--- src/rtl/bit_scan_unit.sv ---
// Multi-cycle lowest/highest set-bit encoder: scans CHUNK bits per cycle with
// early exit, returning a 1-based position or WIDTH+1 for a zero operand.
module bit_scan_unit #(
   parameter int WIDTH = 32,
   parameter int CHUNK = 8,
   parameter int RES_W = $clog2(WIDTH+2)
) (
   input  logic             clk,
   input  logic             rst,
   input  logic             in_valid,
   output logic             in_ready,
   input  logic [WIDTH-1:0] in_data,
   input  logic             in_mode,
   output logic             out_valid,
   input  logic             out_ready,
   output logic [RES_W-1:0] out_idx,
   output logic             out_zero
);

   localparam int NCHUNK = WIDTH / CHUNK;
   localparam int K_W    = (NCHUNK > 1) ? $clog2(NCHUNK) : 1;
   localparam int P_W    = (CHUNK > 1) ? $clog2(CHUNK) : 1;

   typedef enum logic [1:0] {IDLE, SCAN, DONE} state_t;

   state_t             state_q, state_d;
   logic [WIDTH-1:0]   sreg_q, sreg_d;
   logic               mode_q, mode_d;
   logic [K_W-1:0]     k_q, k_d;
   logic [RES_W-1:0]   idx_q, idx_d;
   logic               zero_q, zero_d;

   logic [WIDTH-1:0]   in_rev;
   logic [CHUNK-1:0]   chunk;
   logic               hit;
   logic [P_W-1:0]     p;
   logic [RES_W-1:0]   pos;

   // Highest-bit search reuses the lowest-bit datapath on a mirrored operand.
   always_comb begin
      in_rev = '0;
      for (int i = 0; i < WIDTH; i++) in_rev[i] = in_data[WIDTH-1-i];
   end

   always_comb begin
      chunk = sreg_q[CHUNK-1:0];
      hit   = |chunk;
      p     = '0;
      for (int i = CHUNK-1; i >= 0; i--) begin
         if (chunk[i]) p = P_W'(i);
      end
      pos = RES_W'(k_q) * RES_W'(CHUNK) + RES_W'(p);
   end

   always_comb begin
      state_d = state_q;
      sreg_d  = sreg_q;
      mode_d  = mode_q;
      k_d     = k_q;
      idx_d   = idx_q;
      zero_d  = zero_q;
      case (state_q)
         IDLE: begin
            if (in_valid) begin
               sreg_d  = in_mode ? in_rev : in_data;
               mode_d  = in_mode;
               k_d     = '0;
               state_d = SCAN;
            end
         end
         SCAN: begin
            if (hit) begin
               idx_d   = mode_q ? (RES_W'(WIDTH) - pos) : (pos + RES_W'(1));
               zero_d  = 1'b0;
               state_d = DONE;
            end else if (k_q == K_W'(NCHUNK-1)) begin
               idx_d   = RES_W'(WIDTH+1);
               zero_d  = 1'b1;
               state_d = DONE;
            end else begin
               sreg_d = sreg_q >> CHUNK;
               k_d    = k_q + K_W'(1);
            end
         end
         DONE: begin
            if (out_ready) state_d = IDLE;
         end
         default: state_d = IDLE;
      endcase
   end

   always_ff @(posedge clk) begin
      if (rst) begin
         state_q <= IDLE;
         sreg_q  <= '0;
         mode_q  <= 1'b0;
         k_q     <= '0;
         idx_q   <= '0;
         zero_q  <= 1'b0;
      end else begin
         state_q <= state_d;
         sreg_q  <= sreg_d;
         mode_q  <= mode_d;
         k_q     <= k_d;
         idx_q   <= idx_d;
         zero_q  <= zero_d;
      end
   end

   // Handshakes are masked while reset is held so nothing is offered or accepted.
   assign in_ready  = (state_q == IDLE) && !rst;
   assign out_valid = (state_q == DONE) && !rst;
   assign out_idx   = idx_q;
   assign out_zero  = zero_q;

endmodule
--- config.mk ---
export PLATFORM = sky130hd
export DESIGN_NAME = bit_scan_unit
export DESIGN_NICKNAME = d
export VERILOG_FILES = /design/src/rtl/bit_scan_unit.sv
export SDC_FILE = /design/constraint.sdc
export NUM_CORES = 1
export LEC_CHECK = 0
export BUFFER_PORTS_ARGS = -buffer_cell sky130_fd_sc_hd__buf_2
export CORE_MARGIN = 2
export CORE_UTILIZATION = 34
export DETAILED_ROUTE_END_ITERATION = 8
export GPL_ROUTABILITY_DRIVEN = 0
export GPL_TIMING_DRIVEN = 0
export PLACE_DENSITY = 0.58
export SYNTH_ARGS = -nofsm -noshare
export SYNTH_HDL_FRONTEND = slang
export SYNTH_SLANG_ARGS = --single-unit
--- constraint.sdc ---
create_clock -name clk -period 1.7 [get_ports clk]
set_input_delay 0.255 -clock clk [delete_from_list [all_inputs] [get_ports clk]]
set_output_delay 0.255 -clock clk [all_outputs]
set_load 0.1 [all_outputs]
==> results.py <==
metrics = {
    "logic_synthesis": {
        "seq_area_frac_synth": 0.344,
        "synth_seq_cells": 44,
        "synth_area_per_cell_um2": 7.79,
        "ys.flop_type": "dfxtp_1",
        "yosys_warnings": 0,
        "post_synth_instance_area_um2": 2560,
        "synth.distinct_cells": 42,
        "syn-instance-count": 329,
        "synth-async-reset-ratio": 0,
        "synth_fp_nets": 370,
        "synth_edf_count": 0,
    },
    "routing": {
        "wl_um": 7710,
        "vias_per_cell": 5.30,
        "drt_iter0_markers": 133,
        "vias": 2656,
        "ant_nets": 0,
        "avgRoutedWirePerCell_um": 15.4,
        "dr.pass1.iters": 4,
        "drc": 0,
    },
    "clock_tree": {
        "htreeDepth": 2,
        "cts_buffer_depth": 2,
        "numCtsBuffers": 5,
        "cts_sinks": 44,
        "clock_latency_ps": 300,
        "cts_hold_buf": 0,
        "cts_root_buf": "clkbuf_8",
        "path_clk_slew_ps": 90,
        "cts_tree": "yes",
    },
    "power_and_ir_drop": {
        "leakage_nw": 1.39,
        "p_per_area_nw_per_um2": 1030,
        "vdd_drop_max_uv": 392,
        "total_power_mw": 3.63,
    },
    "min_path": {
        "holdPathEnd": "state_q[1]$_SDFFE_PP0P_",
        "worst_hold_path.num_cells": 4,
        "hp-class": "in2reg",
        "hold_start": "out_ready",
    },
    "place": {
        "post-dp-hpwl_um": 5340,
        "postPlaceCellArea_um2": 2950,
        "port_buffers": 44,
    },
    "critical_path": {
        "end_kind": "flop",
        "rr_worst_depth": 9,
        "worstPathRequired_ps": 1920,
        "criticalPathCategory": "reg2reg",
        "r2r_end": "sreg_q[4]$_SDFFE_PP0P_",
        "worstPathMaxFanout": 7,
        "start_kind": "flop",
        "timing.rr.start": "sreg_q[0]$_SDFFE_PP0P_",
        "cp_cell_sequence": "nor4_4 -> buf_4 -> a41oi_4 -> buf_12 -> nor2_4 -> buf_6 -> buf_4 -> nand2_1 -> a21oi_1",
        "cp.arrival_ps": 1980,
        "reg2reg_slack_ps": -50,
        "slowest_stage": "dfxtp_4",
        "critPathMaxStageDelay_ps": 380,
        "critPathMostFrequentCell": "buf_4",
    },
    "floorplanning": {
        "die_w_um": 90.8,
        "std_cell_rows": 31,
        "ioPinCount": 46,
        "core_area_um2": 7290,
        "initial_core_util": 0.351,
        "die-area_um2": 8250,
        "dieHeight_um": 90.8,
    },
    "sta": {
        "finalCriticalPeriod_ps": 1750,
        "finalSetupViolations": 25,
        "finalHoldViolCount": 0,
        "setup-tns-final_ps": -709,
        "clock_skew_ps": 9.72,
        "worst_slew_pin_slew_ps": 824,
        "whs_ps": 202,
        "drv_slew": 0,
        "fin_ws_ps": -52.0,
        "rsz0062_at_grt": "true",
        "period_share": 1.03,
        "fmax_ghz": 0.571,
        "slew-limit-headroom": 0.450,
    },
    "global_routing": {
        "overflow": 0,
        "grt_usage": 0.185,
        "grt_max_degree": 14,
        "antenna_found_initial": 0,
        "grt_pass1_wl_um": 12400,
        "grt_pass1_vias": 2502,
    },
    "final_layout": {
        "antenna_cells": 0,
        "drive_gt1_frac": 0.398,
        "final_area_um2": 3520,
        "areaGrowthSynthToFinish_pct": 37.3,
        "layout_common_cells": "buf_2 (45), nand2_1 (44), o21ai_0 (34)",
        "final_common_cell": "buf_2",
        "fin_nets": 442,
    },
    "outcome": {
        "status": "finished, violations left",
        "violations": "setup timing",
    },
    "run": {
        "drv_cap": 0,
    },
}
==> through the flow <==
stage          worst slack [ps]  utilization  std cells
2_1_floorplan             -2.77            -        329
3_3_place_gp               -340        0.404        472
3_5_place_dp               -361        0.404        472
4_1_cts                   -61.0        0.441        489
5_1_grt                    -145        0.482        501
6_report                  -52.0        0.482        501
==> Yosys cell counts, types with 4 or more instances <==
cell | number | share of area
ha_1 | 4 | 0.020
mux2i_1 | 26 | 0.10
mux2_2 | 9 | 0.040
nor2b_1 | 4 | 0.0098
inv_1 | 6 | 0.0088
a21oi_1 | 36 | 0.070
buf_1 | 4 | 0.0059
buf_6 | 4 | 0.018
nor3_1 | 6 | 0.012
nor2_1 | 15 | 0.022
dfxtp_1 | 44 | 0.34
nand3_1 | 10 | 0.020
nand2_1 | 52 | 0.076
o21ai_0 | 58 | 0.11
clkbuf_1 | 18 | 0.026
==> where the power goes <==
part | switching (mW) | internal (mW)
clock network | 0.372 | 0.437
registers | 0.109 | 1.16
logic | 0.882 | 0.669
==> kinds of logic (layout without fill, tap and decap cells) <==
logic type	count (synthesis)	after routing	synth area share
simple gates	101	101	0.188
flops	44	44	0.344
fa+ha+maj	4	4	0.0195
compound gates	111	111	0.244
mux	35	35	0.141
buf+inv	33	106	0.0605
xor+xnor	1	1	0.00342
==> worst max path at each step <==
stage                                 start                      end  cells after the start
floorplan           state_q[1]$_SDFFE_PP0P_                out_valid                      3
global placement    state_q[0]$_SDFFE_PP0P_   sreg_q[1]$_SDFFE_PP0P_                      6
detailed placement  state_q[0]$_SDFFE_PP0P_   sreg_q[2]$_SDFFE_PP0P_                      6
CTS                  sreg_q[7]$_SDFFE_PP0P_  sreg_q[25]$_SDFFE_PP0P_                      7
global route         sreg_q[6]$_SDFFE_PP0P_  out_idx[2]$_SDFFE_PP0P_                     10
finish               sreg_q[0]$_SDFFE_PP0P_   sreg_q[4]$_SDFFE_PP0P_                      9
==> routing by layer <==
layer,track usage,vias up,routed length (um)
li1,-,1318,-
met1,0.237,1252,3470
met2,0.316,77,3810
met3,0.0342,9,345
met4,0.0568,0,92
met5,0,-,0
==> repair_timing <==
item	4_1_cts	5_1_grt
setup buffers	8	10
setup endpoints to repair	45	43
gates resized for setup	35	88
pin swaps	8	15
cloned	1	2
==> final cells by class <==
class                      count  area (um^2)
buffer                        27          176
inverter                       6         22.5
clock buffer                   6         72.6
tap                           99          124
timing repair buffer          65          427
sequential                    44          911
fill                         749         3770
clock inverter                 2         35.0
multi-input combinational    252         1750
==> registers in the layout (all words and copies together) (netlist names) <==
register / flops
k_q: 2
mode_q: 1
out_idx: 6
out_zero: 1
sreg_q: 32
state_q: 2
==> critical path: cells and delay by family (launching register included) <==
family | cells | cell delay, ps
flip-flops | 1 | 380
AO/OA/AOI/OAI | 2 | 260
AND/OR/NAND/NOR | 3 | 390
buffers and inverters | 4 | 640
Power figures use the tool's default switching activity.
